File: src/rtl/mem_ctrl_if.sv
// Request/response handshake and byte-wide RAM bus between the initiator, mem_ctrl and the RAM.
// The slave modport is mem_ctrl's view; the master modport is the initiator/RAM side.
interface mem_ctrl_if #(
  parameter int RAM_ADDR_W = 17
);
  logic                  req_valid;
  logic                  req_ready;
  logic                  req_we;
  logic [1:0]            req_size;
  logic                  req_sext;
  logic [31:0]           req_addr;
  logic [31:0]           req_wdata;
  logic                  resp_valid;
  logic [31:0]           resp_rdata;
  logic [RAM_ADDR_W-1:0] ram_a;
  logic [7:0]            ram_dout;
  logic                  ram_wr;
  logic [7:0]            ram_din;

  modport slave (
    input  req_valid, req_we, req_size, req_sext, req_addr, req_wdata, ram_din,
    output req_ready, resp_valid, resp_rdata, ram_a, ram_dout, ram_wr
  );

  modport master (
    output req_valid, req_we, req_size, req_sext, req_addr, req_wdata, ram_din,
    input  req_ready, resp_valid, resp_rdata, ram_a, ram_dout, ram_wr
  );
endinterface

File: src/rtl/mem_ctrl.sv
// Serializes single 1/2/4-byte load/store requests onto a byte-wide synchronous RAM,
// little-endian, one byte per cycle, and returns a one-cycle response pulse.
module mem_ctrl #(
  parameter int RAM_ADDR_W = 17
) (
  input  logic      clk,
  input  logic      rst,
  mem_ctrl_if.slave bus
);
  typedef enum logic [1:0] {IDLE, READ, WRITE, RESP} state_e;

  state_e                state_q;
  logic [RAM_ADDR_W-1:0] addr_q;
  logic [1:0]            size_q;
  logic                  sext_q;
  logic [31:0]           wdata_q;
  logic [31:0]           data_q;
  logic [2:0]            j_q;
  logic                  respValid_q;
  logic [31:0]           respRdata_q;
  logic [RAM_ADDR_W-1:0] ramA_q;
  logic [7:0]            ramDout_q;
  logic                  ramWr_q;

  logic [2:0]            numBytes;
  logic [2:0]            jNext;
  logic [RAM_ADDR_W-1:0] addrNext;
  logic [7:0]            wrByteNext;
  logic [31:0]           data_d;
  logic [31:0]           readResult;
  logic                  unusedAddrHi;

  assign unusedAddrHi = ^bus.req_addr[31:RAM_ADDR_W];

  assign numBytes   = (size_q == 2'd0) ? 3'd1 : (size_q == 2'd1) ? 3'd2 : 3'd4;
  assign jNext      = j_q + 3'd1;
  assign addrNext   = addr_q + RAM_ADDR_W'(jNext);
  assign wrByteNext = wdata_q[{jNext[1:0], 3'b000} +: 8];

  // In READ cycle j the RAM returns the byte addressed in cycle j-1.
  always_comb begin
    data_d = data_q;
    case (j_q)
      3'd1:    data_d[7:0]   = bus.ram_din;
      3'd2:    data_d[15:8]  = bus.ram_din;
      3'd3:    data_d[23:16] = bus.ram_din;
      3'd4:    data_d[31:24] = bus.ram_din;
      default: data_d        = data_q;
    endcase
  end

  always_comb begin
    readResult = data_d;
    if (size_q == 2'd0) begin
      readResult = {{24{sext_q & data_d[7]}}, data_d[7:0]};
    end else if (size_q == 2'd1) begin
      readResult = {{16{sext_q & data_d[15]}}, data_d[15:0]};
    end
  end

  // RAM strobes and the response are computed from the next state so they are registered.
  always_ff @(posedge clk or posedge rst) begin
    if (rst) begin
      state_q     <= IDLE;
      addr_q      <= '0;
      size_q      <= 2'd0;
      sext_q      <= 1'b0;
      wdata_q     <= 32'd0;
      data_q      <= 32'd0;
      j_q         <= 3'd0;
      respValid_q <= 1'b0;
      respRdata_q <= 32'd0;
      ramA_q      <= '0;
      ramDout_q   <= 8'd0;
      ramWr_q     <= 1'b0;
    end else begin
      case (state_q)
        IDLE: begin
          respValid_q <= 1'b0;
          if (bus.req_valid) begin
            addr_q  <= bus.req_addr[RAM_ADDR_W-1:0];
            size_q  <= bus.req_size;
            sext_q  <= bus.req_sext;
            wdata_q <= bus.req_wdata;
            data_q  <= 32'd0;
            j_q     <= 3'd0;
            ramA_q  <= bus.req_addr[RAM_ADDR_W-1:0];
            if (bus.req_we) begin
              state_q   <= WRITE;
              ramWr_q   <= 1'b1;
              ramDout_q <= bus.req_wdata[7:0];
            end else begin
              state_q <= READ;
            end
          end
        end

        READ: begin
          data_q <= data_d;
          if (j_q == numBytes) begin
            state_q     <= RESP;
            respValid_q <= 1'b1;
            respRdata_q <= readResult;
          end else begin
            j_q <= jNext;
            if (jNext < numBytes) begin
              ramA_q <= addrNext;
            end
          end
        end

        WRITE: begin
          if (j_q == numBytes - 3'd1) begin
            state_q     <= RESP;
            ramWr_q     <= 1'b0;
            ramDout_q   <= 8'd0;
            respValid_q <= 1'b1;
            respRdata_q <= 32'd0;
          end else begin
            j_q       <= jNext;
            ramA_q    <= addrNext;
            ramDout_q <= wrByteNext;
          end
        end

        RESP: begin
          respValid_q <= 1'b0;
          state_q     <= IDLE;
        end

        default: state_q <= IDLE;
      endcase
    end
  end

  assign bus.req_ready  = (state_q == IDLE);
  assign bus.resp_valid = respValid_q;
  assign bus.resp_rdata = respRdata_q;
  assign bus.ram_a      = ramA_q;
  assign bus.ram_dout   = ramDout_q;
  assign bus.ram_wr     = ramWr_q;
endmodule

File: src/flat_wrapper.sv
// flat-port wrapper written by rule: the top's interface ports become plain ports
module mem_ctrl_flat 
#(
  parameter int RAM_ADDR_W = 17
)
  (clk, rst, bus_req_valid, bus_req_we, bus_req_size, bus_req_sext, bus_req_addr, bus_req_wdata, bus_ram_din, bus_req_ready, bus_resp_valid, bus_resp_rdata, bus_ram_a, bus_ram_dout, bus_ram_wr);
  mem_ctrl_if #(.RAM_ADDR_W(RAM_ADDR_W)) bus_i ();
  input  logic clk;
  input  logic rst;
  input wire logic [$bits(bus_i.req_valid)-1:0] bus_req_valid;
  input wire logic [$bits(bus_i.req_we)-1:0] bus_req_we;
  input wire logic [$bits(bus_i.req_size)-1:0] bus_req_size;
  input wire logic [$bits(bus_i.req_sext)-1:0] bus_req_sext;
  input wire logic [$bits(bus_i.req_addr)-1:0] bus_req_addr;
  input wire logic [$bits(bus_i.req_wdata)-1:0] bus_req_wdata;
  input wire logic [$bits(bus_i.ram_din)-1:0] bus_ram_din;
  output wire logic [$bits(bus_i.req_ready)-1:0] bus_req_ready;
  output wire logic [$bits(bus_i.resp_valid)-1:0] bus_resp_valid;
  output wire logic [$bits(bus_i.resp_rdata)-1:0] bus_resp_rdata;
  output wire logic [$bits(bus_i.ram_a)-1:0] bus_ram_a;
  output wire logic [$bits(bus_i.ram_dout)-1:0] bus_ram_dout;
  output wire logic [$bits(bus_i.ram_wr)-1:0] bus_ram_wr;
  assign bus_i.req_valid = bus_req_valid;
  assign bus_i.req_we = bus_req_we;
  assign bus_i.req_size = bus_req_size;
  assign bus_i.req_sext = bus_req_sext;
  assign bus_i.req_addr = bus_req_addr;
  assign bus_i.req_wdata = bus_req_wdata;
  assign bus_i.ram_din = bus_ram_din;
  assign bus_req_ready = bus_i.req_ready;
  assign bus_resp_valid = bus_i.resp_valid;
  assign bus_resp_rdata = bus_i.resp_rdata;
  assign bus_ram_a = bus_i.ram_a;
  assign bus_ram_dout = bus_i.ram_dout;
  assign bus_ram_wr = bus_i.ram_wr;
  mem_ctrl #(.RAM_ADDR_W(RAM_ADDR_W)) u_core (.clk(clk), .rst(rst), .bus(bus_i));
endmodule
File: config.mk
export PLATFORM = sky130hd
export DESIGN_NAME = mem_ctrl_flat
export DESIGN_NICKNAME = d
export VERILOG_FILES = /design/src/rtl/mem_ctrl_if.sv /design/src/rtl/mem_ctrl.sv /design/src/flat_wrapper.sv
export SDC_FILE = /design/constraint.sdc
export NUM_CORES = 1
export LEC_CHECK = 0
export CORE_ASPECT_RATIO = 1.1
export CORE_MARGIN = 1.5
export CORE_UTILIZATION = 29
export DETAILED_ROUTE_END_ITERATION = 6
export SYNTH_ARGS = -nofsm -noshare
export SYNTH_HDL_FRONTEND = slang
export SYNTH_SLANG_ARGS = --single-unit
File: constraint.sdc
create_clock -name clk -period 7.7 [get_ports clk]
set_clock_uncertainty 0.15 [all_clocks]
set_input_delay 1.925 -clock clk [delete_from_list [all_inputs] [get_ports clk]]
set_output_delay 1.925 -clock clk [all_outputs]
set_load 0.02 [all_outputs]
==> results of run 1 <==
-- worst max-delay path, stage by stage, from the launching register on --
cell	delay [ns]
sky130_fd_sc_hd__dfrtp_1	0.87
sky130_fd_sc_hd__inv_1	0.26
sky130_fd_sc_hd__ha_1	0.86
sky130_fd_sc_hd__inv_1	0.14
sky130_fd_sc_hd__fa_1	0.47
sky130_fd_sc_hd__nand2b_1	0.23
sky130_fd_sc_hd__a2111oi_1	0.69
sky130_fd_sc_hd__nor2_1	0.10
sky130_fd_sc_hd__a221o_1	0.29
sky130_fd_sc_hd__mux2_2	0.26
-- flip-flops by register name, indices dropped and copies added (netlist names) --
name and cells:
u_core.bus.ram_wr 1, u_core.bus.ram_dout 8, u_core.bus.resp_rdata 32, u_core.bus.ram_a 17, u_core.state_q 2, u_core.data_q 32, u_core.j_q 3, u_core.wdata_q 32
u_core.size_q 2, u_core.addr_q 17, u_core.bus.resp_valid 1, u_core.sext_q 1
-- metal layers --
metal / vias to the layer above / track usage (%)
li1: 2570 / -
met3: 16 / 3.53
met1: 2592 / 18.5
met5: - / 0
met2: 116 / 24.0
met4: 0 / 4.56
-- path summary, 6_finish.rpt --
kind | end | start | slack (ns) | depth (start not counted)
min in group asynchronous | u_core.bus.resp_rdata[14] | rst | 1.98 | 2
min reg2reg | u_core.bus.resp_rdata[2] | u_core.bus.resp_rdata[2] | 0.32 | 2
max in group asynchronous | u_core.bus.ram_dout[7] | rst | 4.28 | 3
max reg2reg | u_core.bus.ram_a[14] | u_core.j_q[0] | 3.26 | 9
min | u_core.bus.resp_rdata[2] | u_core.bus.resp_rdata[2] | 0.32 | 2
max | u_core.bus.ram_a[14] | u_core.j_q[0] | 3.26 | 9
-- cells in the mapped netlist, types with 3 or more instances --
cell                       count
sky130_fd_sc_hd__a211oi_1      3
sky130_fd_sc_hd__a21o_1        3
sky130_fd_sc_hd__a21oi_1      18
sky130_fd_sc_hd__a22o_1        7
sky130_fd_sc_hd__a31oi_1      27
sky130_fd_sc_hd__buf_2         5
sky130_fd_sc_hd__clkbuf_1     27
sky130_fd_sc_hd__dfrtp_1     148
sky130_fd_sc_hd__ha_1         15
sky130_fd_sc_hd__inv_1        22
sky130_fd_sc_hd__mux2_2       51
sky130_fd_sc_hd__mux2_4        8
sky130_fd_sc_hd__mux2i_1      47
sky130_fd_sc_hd__mux4_2        8
sky130_fd_sc_hd__nand2_1      74
sky130_fd_sc_hd__nand2b_1     11
sky130_fd_sc_hd__nand3_1      16
sky130_fd_sc_hd__nand4_1       5
sky130_fd_sc_hd__nor2_1       40
sky130_fd_sc_hd__nor2b_1      11
sky130_fd_sc_hd__o21ai_0      33
sky130_fd_sc_hd__o221ai_1      3
sky130_fd_sc_hd__o31ai_1      16
sky130_fd_sc_hd__or3_1         8
sky130_fd_sc_hd__xnor2_1       5
sky130_fd_sc_hd__xor2_1        6
-- final cells by class --
| cell class | count | area share, % |
|---|---|---|
| clock inverters | 13 | 1.20 |
| multi-input cells | 447 | 35.6 |
| flip-flops and latches | 148 | 39.6 |
| inverters | 23 | 0.976 |
| repair buffers | 130 | 13.7 |
| clock buffers | 19 | 4.84 |
| well taps | 310 | 4.14 |
-- metrics by stage --
stage	power, W	std cells	setup WS (ns)
floorplan	0.00298	655	1.65
global placement	0.00365	1058	3.16
detailed placement	0.00369	1058	3.17
CTS	0.00450	1090	3.15
global route	0.00476	1090	2.88
finish	0.00443	1090	3.26
-- report_power, final --
group,internal (W),switching [W]
clock network,0.000439,0.000356
logic,0.00105,0.00121
registers,0.00113,0.000246
-- cell families (layout without fill, tap and decap cells) --
family                   after synthesis  count (layout)
AND/OR/NAND/NOR                      177             177
adder cells (fa/ha/maj)               16              16
buffers and inverters                 60             185
AO/OA/AOI/OAI                        127             127
flip-flops                           148             148
multiplexers                         116             116
XOR/XNOR                              11              11
==> run_summary.xml, run 1 <==
<?xml version="1.0" encoding="UTF-8"?>
<metrics>
  <group name="synthesis">
    <metric name="synth_net_count" unit="">750</metric>
    <metric name="synth_cells" unit="">655</metric>
    <metric name="post_synth_and_or_nand_nor_area_fraction" unit="%">11.3</metric>
    <metric name="synth_async_sr_flop_share" unit="%">100</metric>
    <metric name="synth_mux_area_share" unit="%">18.8</metric>
    <metric name="synth_edf_count" unit="">0</metric>
    <metric name="largest_family_of_logic_cells_by_synthesized_area" unit="">multiplexers</metric>
    <metric name="synth_top_area_share" unit="%">50.9</metric>
    <metric name="synth_ff_type" unit="">sky130_fd_sc_hd__dfrtp_1</metric>
    <metric name="synth_compound_gate_area_share" unit="%">11.4</metric>
    <metric name="post_synth.cell_area_avg" unit="sq um">11.1</metric>
    <metric name="synth_warnings" unit="">0</metric>
    <metric name="yosysTopAreaCell" unit="">sky130_fd_sc_hd__dfrtp_1</metric>
    <metric name="ys_seq_elements" unit="">148</metric>
    <metric name="syn_area" unit="sq um">7280</metric>
    <metric name="ys_seq_area_share" unit="%">50.9</metric>
    <metric name="synth_xor_xnor_area_share" unit="%">1.32</metric>
    <metric name="yosys-top-cells-area" unit="">sky130_fd_sc_hd__dfrtp_1 (51%), sky130_fd_sc_hd__mux2_2 (7.9%), sky130_fd_sc_hd__mux2i_1 (6.5%), sky130_fd_sc_hd__nand2_1 (3.8%), sky130_fd_sc_hd__ha_1 (2.6%)</metric>
    <metric name="synth-adder-area-share" unit="%">2.85</metric>
    <metric name="synth_cell_type_count" unit="">55</metric>
  </group>
  <group name="layout">
    <metric name="multi_input_area" unit="sq um">3330</metric>
    <metric name="layout.cells.most_common_list" unit="">sky130_fd_sc_hd__dfrtp_1 (148), sky130_fd_sc_hd__clkdlybuf4s50_1 (123), sky130_fd_sc_hd__nand2_1 (73)</metric>
    <metric name="postLayoutCoreUtil" unit="%">38.1</metric>
    <metric name="layout-drive-gt1-share" unit="%">14.4</metric>
    <metric name="layout.cells.most_common" unit="">sky130_fd_sc_hd__dfrtp_1</metric>
    <metric name="n_fill_cell" unit="">2413</metric>
    <metric name="antenna-diode-count" unit="">0</metric>
    <metric name="sequential_cell_area" unit="sq um">3700</metric>
    <metric name="final_design_area_no_fill" unit="sq um">9360</metric>
    <metric name="nets" unit="">862</metric>
    <metric name="areaGrowthSynthToFinish" unit="%">28.7</metric>
  </group>
  <group name="sta">
    <metric name="max_slew.worst_pin.slew" unit="ns">1.06</metric>
    <metric name="ratio_of_final_minimum_period_to_clock_period" unit="%">57.7</metric>
    <metric name="hold_viol_final" unit="">0</metric>
    <metric name="period_minus_slack" unit="ns">4.44</metric>
    <metric name="grt_setup_unrepaired" unit="">no</metric>
    <metric name="fmax" unit="MHz">225</metric>
    <metric name="hold-worst-slack" unit="ns">0.322</metric>
    <metric name="final-max-slew-violation-count" unit="">0</metric>
    <metric name="timing.final.setup_violations" unit="">0</metric>
    <metric name="slew_headroom" unit="%">29.5</metric>
    <metric name="setup-tns-final" unit="ns">0</metric>
  </group>
  <group name="routing">
    <metric name="vias" unit="">5294</metric>
    <metric name="antenna_violating_nets_post_route" unit="">0</metric>
    <metric name="drtPass1Iterations" unit="">4</metric>
    <metric name="detailedRoute.firstIterationViolations" unit="">272</metric>
    <metric name="number_of_vias_per_cell_after_detailed_routing" unit="">4.86</metric>
    <metric name="routed.top_layer" unit="">met4</metric>
    <metric name="drt-met1-wl" unit="mm">8.19</metric>
    <metric name="remaining_drc_errors" unit="">0</metric>
    <metric name="wl_per_cell" unit="um">16.5</metric>
    <metric name="drt_wl_total" unit="mm">18.0</metric>
    <metric name="routed-wl-met3" unit="um">798</metric>
    <metric name="detailroute.wirelength.met2" unit="mm">8.80</metric>
  </group>
  <group name="power">
    <metric name="vdd_drop_max" unit="mV">0.190</metric>
    <metric name="cell_area_power_density" unit="nW/um^2">473</metric>
    <metric name="p_leak" unit="nW">3.95</metric>
  </group>
  <group name="setup_path">
    <metric name="critical_path_arrival" unit="ns">4.60</metric>
    <metric name="timing.critical_path.fanout_max" unit="">17</metric>
    <metric name="cp_data_required_time" unit="ns">7.86</metric>
    <metric name="timing.critical_path.from_type" unit="">flip-flop</metric>
    <metric name="worstSetupEndpointType" unit="">flip-flop</metric>
    <metric name="criticalPathCategory" unit="">reg -&gt; reg</metric>
  </group>
  <group name="cts">
    <metric name="cts_max_path_buffers" unit="">2</metric>
    <metric name="cts_tree" unit="">done</metric>
    <metric name="ctsResizeCount" unit="">0</metric>
    <metric name="cts.repair_timing.setup_buffer_count" unit="">0</metric>
    <metric name="post_cts_hold_buffer_count" unit="">0</metric>
    <metric name="numClockSinks" unit="">148</metric>
    <metric name="total_cts_buffers" unit="">17</metric>
    <metric name="cts-htree-levels" unit="">4</metric>
    <metric name="clkTransAtPathRegs" unit="ns">0.06</metric>
    <metric name="clk_latency" unit="ns">0.42</metric>
    <metric name="cts-root-buf" unit="">sky130_fd_sc_hd__clkbuf_16</metric>
  </group>
  <group name="run_status">
    <metric name="status" unit="">complete, no violations</metric>
  </group>
  <group name="run">
    <metric name="cap_violations" unit="">0</metric>
  </group>
  <group name="floorplan">
    <metric name="floorplan.initialDensity" unit="%">29.6</metric>
    <metric name="num_rows" unit="">60</metric>
    <metric name="die_area" unit="sq um">26000</metric>
    <metric name="die_y" unit="um">169</metric>
    <metric name="die_x" unit="um">154</metric>
    <metric name="io-pin-count" unit="">139</metric>
    <metric name="core-area" unit="sq um">24500</metric>
  </group>
  <group name="placement">
    <metric name="routability_congestion" unit="">0.797</metric>
    <metric name="place.port_buffers" unit="">123</metric>
    <metric name="hpwlAfterDp" unit="mm">12.2</metric>
    <metric name="placedInstanceArea" unit="sq um">8790</metric>
  </group>
  <group name="grt">
    <metric name="number_of_global_route_vias_before_repair" unit="">5335</metric>
    <metric name="globalRouteTotalUtil" unit="%">14.4</metric>
    <metric name="grt_first_pass_wirelength" unit="mm">29.2</metric>
    <metric name="grt_start_max_net_pins" unit="">108</metric>
    <metric name="grt_overflow_total" unit="">0</metric>
    <metric name="antenna_found_initial" unit="">0</metric>
  </group>
  <group name="min_path">
    <metric name="timing.hold.worst.class" unit="">reg -&gt; reg</metric>
  </group>
</metrics>
(Power assumes the default switching activity.)
==> run 2, diff against run 1 <==
==> constraint.sdc (replaced) <==
create_clock -name clk -period 4 [get_ports clk]
set_clock_uncertainty 0.15 [all_clocks]
set_input_delay 1 -clock clk [delete_from_list [all_inputs] [get_ports clk]]
set_output_delay 1 -clock clk [all_outputs]
set_load 0.02 [all_outputs]
==> run 2 against run 1 <==
  * Wire length increased by 0.39%
  * Worst setup slack lost 2.7 ns
  * Critical path depth stayed put
  * Fmax rose by 29%
  * Via count decreased by 0.17%
  * Cell count grew 0.55%
  * Register-to-register slack worse by 2.7 ns
  * Sequential share of layout area shrank 0.50 points
  * First-iteration DRC count decreased by 10%
==> run_summary.xml, run 2 (synthesis gave the netlist of run 1 again) <==
<?xml version="1.0" encoding="UTF-8"?>
<metrics>
  <group name="run_status">
    <metric name="status" unit="">complete, no violations</metric>
  </group>
  <group name="sta">
    <metric name="setup-tns-final" unit="ns">0</metric>
    <metric name="grt_setup_unrepaired" unit="">no</metric>
    <metric name="final-max-slew-violation-count" unit="">0</metric>
    <metric name="max_slew.worst_pin.slew" unit="ns">0.888</metric>
    <metric name="period_minus_slack" unit="ns">3.45</metric>
    <metric name="slew_headroom" unit="%">40.8</metric>
    <metric name="fmax" unit="MHz">290</metric>
    <metric name="ratio_of_final_minimum_period_to_clock_period" unit="%">86.3</metric>
    <metric name="timing.final.setup_violations" unit="">0</metric>
    <metric name="hold_viol_final" unit="">0</metric>
    <metric name="timing.final.ws_setup" unit="ns">0.548</metric>
  </group>
  <group name="setup_path">
    <metric name="timing.critical_path.from_type" unit="">flip-flop</metric>
    <metric name="critical_path_arrival" unit="ns">3.61</metric>
    <metric name="timing.critical_path.fanout_max" unit="">7</metric>
    <metric name="cp_data_required_time" unit="ns">4.16</metric>
    <metric name="criticalPathCategory" unit="">reg -&gt; reg</metric>
    <metric name="worstSetupEndpointType" unit="">flip-flop</metric>
  </group>
  <group name="grt">
    <metric name="grt_overflow_total" unit="">0</metric>
    <metric name="number_of_global_route_vias_before_repair" unit="">5367</metric>
    <metric name="grt_first_pass_wirelength" unit="mm">29.6</metric>
    <metric name="globalRouteTotalUtil" unit="%">14.6</metric>
    <metric name="global_route.usage.met1" unit="%">19.1</metric>
    <metric name="grt_start_max_net_pins" unit="">149</metric>
    <metric name="grtUsageMet2" unit="%">23.7</metric>
    <metric name="antenna_found_initial" unit="">0</metric>
    <metric name="global_route.peak_usage_layer" unit="">met2</metric>
    <metric name="groute.layer.met3.usage" unit="%">4.22</metric>
  </group>
  <group name="floorplan">
    <metric name="core-area" unit="sq um">24500</metric>
    <metric name="io-pin-count" unit="">139</metric>
    <metric name="die_y" unit="um">169</metric>
    <metric name="die_x" unit="um">154</metric>
    <metric name="num_rows" unit="">60</metric>
    <metric name="die_area" unit="sq um">26000</metric>
    <metric name="floorplan.initialDensity" unit="%">29.6</metric>
  </group>
  <group name="power">
    <metric name="vdd_drop_max" unit="mV">0.384</metric>
    <metric name="cell_area_power_density" unit="nW/um^2">919</metric>
    <metric name="p_leak" unit="nW">4.00</metric>
  </group>
  <group name="layout">
    <metric name="n_fill_cell" unit="">2358</metric>
    <metric name="layout-drive-gt1-share" unit="%">14.9</metric>
    <metric name="nets" unit="">869</metric>
    <metric name="layout.cells.most_common_list" unit="">sky130_fd_sc_hd__dfrtp_1 (148), sky130_fd_sc_hd__clkdlybuf4s50_1 (123), sky130_fd_sc_hd__nand2_1 (73)</metric>
    <metric name="areaGrowthSynthToFinish" unit="%">30.3</metric>
    <metric name="layout.cells.most_common" unit="">sky130_fd_sc_hd__dfrtp_1</metric>
    <metric name="antenna-diode-count" unit="">0</metric>
  </group>
  <group name="cts">
    <metric name="clkTransAtPathRegs" unit="ns">0.06</metric>
    <metric name="ctsResizeCount" unit="">0</metric>
    <metric name="total_cts_buffers" unit="">17</metric>
    <metric name="cts-root-buf" unit="">sky130_fd_sc_hd__clkbuf_16</metric>
    <metric name="cts_max_path_buffers" unit="">2</metric>
    <metric name="cts_tree" unit="">done</metric>
    <metric name="clk_latency" unit="ns">0.42</metric>
    <metric name="numClockSinks" unit="">148</metric>
    <metric name="cts.repair_timing.setup_buffer_count" unit="">0</metric>
    <metric name="cts-htree-levels" unit="">4</metric>
    <metric name="post_cts_hold_buffer_count" unit="">0</metric>
  </group>
  <group name="routing">
    <metric name="remaining_drc_errors" unit="">0</metric>
    <metric name="number_of_vias_per_cell_after_detailed_routing" unit="">4.82</metric>
    <metric name="wl_per_cell" unit="um">16.5</metric>
    <metric name="detailedRoute.firstIterationViolations" unit="">244</metric>
    <metric name="antenna_violating_nets_post_route" unit="">0</metric>
    <metric name="drtPass1Iterations" unit="">4</metric>
    <metric name="drt_wl_total" unit="mm">18.1</metric>
    <metric name="vias" unit="">5285</metric>
  </group>
  <group name="placement">
    <metric name="preCtsSetupSlack" unit="ns">0.538</metric>
    <metric name="routability_congestion" unit="">0.775</metric>
    <metric name="hpwlAfterDp" unit="mm">12.1</metric>
    <metric name="place.port_buffers" unit="">123</metric>
  </group>
  <group name="run">
    <metric name="cap_violations" unit="">0</metric>
  </group>
  <group name="min_path">
    <metric name="timing.hold.worst.class" unit="">reg -&gt; reg</metric>
  </group>
</metrics>
-- run 2: power breakdown --
group | internal, W | switching, W | total [W]
registers | 0.00219 | 0.000455 | 0.00264
clock network | 0.00101 | 0.000639 | 0.00165
logic | 0.00206 | 0.00236 | 0.00442
total | 0.00526 | 0.00346 | 0.00872
-- run 2: cell type report --
type	count	area, sq um	area share (%)
Clock inverter	11	153	1.61
Inverter	23	90.1	0.950
Timing Repair Buffer	137	1360	14.4
Multi-Input combinational cell	447	3330	35.1
Sequential cell	148	3700	39.1
Clock buffer	20	457	4.82
Tap cell	310	388	4.09
-- run 2: metal layers --
metal / vias to the layer above / share of wire [%]
li1: 2582 / -
met1: 2567 / 46
met2: 125 / 48
met3: 11 / 4.9
met4: 0 / 1.1
met5: - / 0
-- run 2: final timing paths --
kind / startpoint / end / slack [ns] / depth (start not counted)
setup / recovery: u_core.j_q[0] / u_core.bus.ram_a[14] / 0.55 / 9
setup reg to reg: u_core.j_q[0] / u_core.bus.ram_a[14] / 0.55 / 9
hold reg to reg: u_core.bus.resp_rdata[0] / u_core.bus.resp_rdata[0] / 0.32 / 2
min in group asynchronous: rst / u_core.wdata_q[10] / 1.03 / 3
hold / removal: u_core.bus.resp_rdata[0] / u_core.bus.resp_rdata[0] / 0.32 / 2
max in group asynchronous: rst / u_core.bus.resp_rdata[20] / 2.09 / 3
-- run 2: metrics by stage --
stage	cell area, sq um	total power (W)	utilization, %	instances	hold WS (ns)
final	9480	0.00872	38.6	1096	0.324
after global routing	9480	0.00940	38.6	1096	0.354
after CTS	9480	0.00884	38.6	1096	0.330
after detailed placement	8870	0.00715	36.1	1065	0.316
after global placement	8870	0.00708	36.1	1065	0.311
after floorplan	7280	0.00573	-	655	0.299
-- run 2: worst max-delay path: stages (launching register included) --
cell,delay (ns)
sky130_fd_sc_hd__dfrtp_1,0.55
sky130_fd_sc_hd__inv_1,0.18
sky130_fd_sc_hd__ha_1,0.34
sky130_fd_sc_hd__inv_1,0.06
sky130_fd_sc_hd__fa_1,0.45
sky130_fd_sc_hd__nand2b_1,0.23
sky130_fd_sc_hd__a2111oi_1,0.70
sky130_fd_sc_hd__nor2_1,0.11
sky130_fd_sc_hd__a221o_1,0.29
sky130_fd_sc_hd__mux2_2,0.26
==> run 3, diff against run 2 <==
--- a/config.mk
+++ b/config.mk
@@ -5,7 +5,7 @@
 export SDC_FILE = /design/constraint.sdc
 export NUM_CORES = 1
 export LEC_CHECK = 0
-export CORE_ASPECT_RATIO = 1.1
+export CAP_MARGIN = 20
 export CORE_MARGIN = 1.5
 export CORE_UTILIZATION = 29
 export DETAILED_ROUTE_END_ITERATION = 6
==> run 3 against run 2 <==
  * Global-route usage shrank 0.21 points
  * Fmax grew 3.8%
  * Worst setup slack gained 0.13 ns
  * Power shrank 1.2%
==> run_summary.xml, run 3 (synthesis gave the netlist of run 1 again) <==
<?xml version="1.0" encoding="UTF-8"?>
<metrics>
  <group name="cts">
    <metric name="cts-root-buf" unit="">sky130_fd_sc_hd__clkbuf_16</metric>
    <metric name="cts-htree-levels" unit="">4</metric>
    <metric name="total_cts_buffers" unit="">17</metric>
    <metric name="post_cts_hold_buffer_count" unit="">0</metric>
    <metric name="numClockSinks" unit="">148</metric>
    <metric name="cts_max_path_buffers" unit="">2</metric>
    <metric name="clk_latency" unit="ns">0.42</metric>
    <metric name="clkTransAtPathRegs" unit="ns">0.06</metric>
    <metric name="cts.repair_timing.setup_buffer_count" unit="">0</metric>
    <metric name="cts_tree" unit="">done</metric>
    <metric name="ctsResizeCount" unit="">0</metric>
  </group>
  <group name="layout">
    <metric name="layout-drive-gt1-share" unit="%">14.4</metric>
    <metric name="postLayoutCoreUtil" unit="%">38.6</metric>
    <metric name="nets" unit="">868</metric>
    <metric name="layout.cells.most_common_list" unit="">sky130_fd_sc_hd__dfrtp_1 (148), sky130_fd_sc_hd__clkdlybuf4s50_1 (123), sky130_fd_sc_hd__nand2_1 (73)</metric>
    <metric name="areaGrowthSynthToFinish" unit="%">29.8</metric>
    <metric name="final_cell_count_no_fill" unit="">1107</metric>
    <metric name="antenna-diode-count" unit="">0</metric>
    <metric name="layout.cells.most_common" unit="">sky130_fd_sc_hd__dfrtp_1</metric>
    <metric name="n_fill_cell" unit="">2403</metric>
  </group>
  <group name="floorplan">
    <metric name="floorplan.initialDensity" unit="%">29.7</metric>
    <metric name="io-pin-count" unit="">139</metric>
    <metric name="die_area" unit="sq um">26000</metric>
    <metric name="core-area" unit="sq um">24500</metric>
    <metric name="num_rows" unit="">57</metric>
    <metric name="die_x" unit="um">161</metric>
    <metric name="die_y" unit="um">161</metric>
  </group>
  <group name="setup_path">
    <metric name="worstSetupEndpointType" unit="">flip-flop</metric>
    <metric name="criticalPathCategory" unit="">reg -&gt; reg</metric>
    <metric name="timing.critical_path.from_type" unit="">flip-flop</metric>
    <metric name="timing.critical_path.fanout_max" unit="">10</metric>
    <metric name="critical_path_arrival" unit="ns">3.48</metric>
    <metric name="cp_data_required_time" unit="ns">4.16</metric>
  </group>
  <group name="sta">
    <metric name="slew_headroom" unit="%">42.3</metric>
    <metric name="period_minus_slack" unit="ns">3.33</metric>
    <metric name="timing.final.setup_violations" unit="">0</metric>
    <metric name="ratio_of_final_minimum_period_to_clock_period" unit="%">83.1</metric>
    <metric name="final-max-slew-violation-count" unit="">0</metric>
    <metric name="hold_viol_final" unit="">0</metric>
    <metric name="setup-tns-final" unit="ns">0</metric>
    <metric name="fmax" unit="MHz">301</metric>
    <metric name="hold-worst-slack" unit="ns">0.325</metric>
    <metric name="max_slew.worst_pin.slew" unit="ns">0.865</metric>
    <metric name="grt_setup_unrepaired" unit="">no</metric>
  </group>
  <group name="run">
    <metric name="cap_violations" unit="">0</metric>
  </group>
  <group name="power">
    <metric name="post-layout-total-power" unit="W">0.00862</metric>
    <metric name="cell_area_power_density" unit="nW/um^2">912</metric>
    <metric name="power.net_switching" unit="W">0.00343</metric>
    <metric name="power.share.combinational" unit="%">51.2</metric>
    <metric name="p_leak" unit="nW">3.98</metric>
    <metric name="internal_power" unit="W">0.00519</metric>
    <metric name="switching_share" unit="%">39.8</metric>
    <metric name="vdd_drop_max" unit="mV">0.387</metric>
    <metric name="pwr-share-clk" unit="%">18.2</metric>
    <metric name="reg_power_share" unit="%">30.6</metric>
  </group>
  <group name="routing">
    <metric name="vias" unit="">5272</metric>
    <metric name="detailedRoute.firstIterationViolations" unit="">295</metric>
    <metric name="antenna_violating_nets_post_route" unit="">0</metric>
    <metric name="wl_per_cell" unit="um">16.3</metric>
    <metric name="drt_wl_total" unit="mm">18.0</metric>
    <metric name="drtPass1Iterations" unit="">5</metric>
    <metric name="remaining_drc_errors" unit="">0</metric>
    <metric name="number_of_vias_per_cell_after_detailed_routing" unit="">4.76</metric>
  </group>
  <group name="grt">
    <metric name="grt_start_max_net_pins" unit="">149</metric>
    <metric name="grt_first_pass_wirelength" unit="mm">29.3</metric>
    <metric name="grt_overflow_total" unit="">0</metric>
    <metric name="antenna_found_initial" unit="">0</metric>
    <metric name="number_of_global_route_vias_before_repair" unit="">5323</metric>
    <metric name="globalRouteTotalUtil" unit="%">14.4</metric>
  </group>
  <group name="placement">
    <metric name="routability_congestion" unit="">0.750</metric>
    <metric name="placed_cells" unit="">1078</metric>
    <metric name="hpwlAfterDp" unit="mm">12.2</metric>
    <metric name="place.port_buffers" unit="">123</metric>
  </group>
  <group name="min_path">
    <metric name="timing.hold.worst.class" unit="">reg -&gt; reg</metric>
  </group>
  <group name="run_status">
    <metric name="status" unit="">complete, no violations</metric>
  </group>
</metrics>
[run 3: changes by cell type in the layout (fill, tap and decap cells not counted)]
| cell | change |
|---|---|
| sky130_fd_sc_hd__bufinv_16 | -1 |
| sky130_fd_sc_hd__clkinv_2 | +1 |
| sky130_fd_sc_hd__clkbuf_1 | +1 |
| sky130_fd_sc_hd__buf_4 | -1 |
| sky130_fd_sc_hd__clkinvlp_4 | -2 |
| sky130_fd_sc_hd__clkinv_4 | -1 |
[run 3: final timing paths]
check,startpoint,end,slack [ns],cells after the start
setup / recovery,u_core.j_q[0],u_core.bus.ram_a[14],0.67,9
hold / removal,u_core.bus.resp_rdata[6],u_core.bus.resp_rdata[6],0.33,2
setup reg to reg,u_core.j_q[0],u_core.bus.ram_a[14],0.67,9
hold reg to reg,u_core.bus.resp_rdata[6],u_core.bus.resp_rdata[6],0.33,2
max in group asynchronous,rst,u_core.data_q[24],2.13,3
min in group asynchronous,rst,u_core.wdata_q[10],1.01,3
[run 3: area by class of cell]
type                            instances  area [sq um]  share of cell area [%]
Inverter                               23          90.1                   0.954
Multi-Input combinational cell        447          3330                    35.2
Timing Repair Buffer                  136          1350                    14.3
Clock inverter                          8           104                    1.10
Clock buffer                           21           460                    4.87
Tap cell                              324           405                    4.29
Sequential cell                       148          3700                    39.2
[run 3: per-layer routing]
metal / GRT usage [%] / routed length, um / vias to the layer above
met4: 3.91 / 215 / 0
li1: - / - / 2580
met5: 0 / 0 / -
met1: 19.5 / 8380 / 2554
met3: 3.80 / 862 / 16
met2: 22.7 / 8570 / 122
[run 3: worst max-delay path, cell delays in order, from the launching register on]
cell	delay (ns)
sky130_fd_sc_hd__dfrtp_1	0.51
sky130_fd_sc_hd__inv_1	0.16
sky130_fd_sc_hd__ha_1	0.32
sky130_fd_sc_hd__inv_1	0.05
sky130_fd_sc_hd__fa_1	0.45
sky130_fd_sc_hd__nand2b_1	0.23
sky130_fd_sc_hd__a2111oi_1	0.70
sky130_fd_sc_hd__nor2_1	0.11
sky130_fd_sc_hd__a221o_1	0.28
sky130_fd_sc_hd__mux2_2	0.25
[run 3: power by group through the flow]
stage               clock (W)  sequential (W)  combinational [W]
finish                0.00157         0.00264            0.00441
global route          0.00168         0.00273            0.00489
CTS                   0.00160         0.00264            0.00450
detailed placement          0         0.00266            0.00448
global placement            0         0.00264            0.00443
floorplan                   0         0.00286            0.00287
[run 3: per-stage QoR]
step           area [sq um]  worst slack, ns
5_1_grt                9450            0.320
6_report               9450            0.675
3_3_place_gp           8880            0.654
2_1_floorplan          7280            0.111
3_5_place_dp           8880            0.656
4_1_cts                9450            0.642
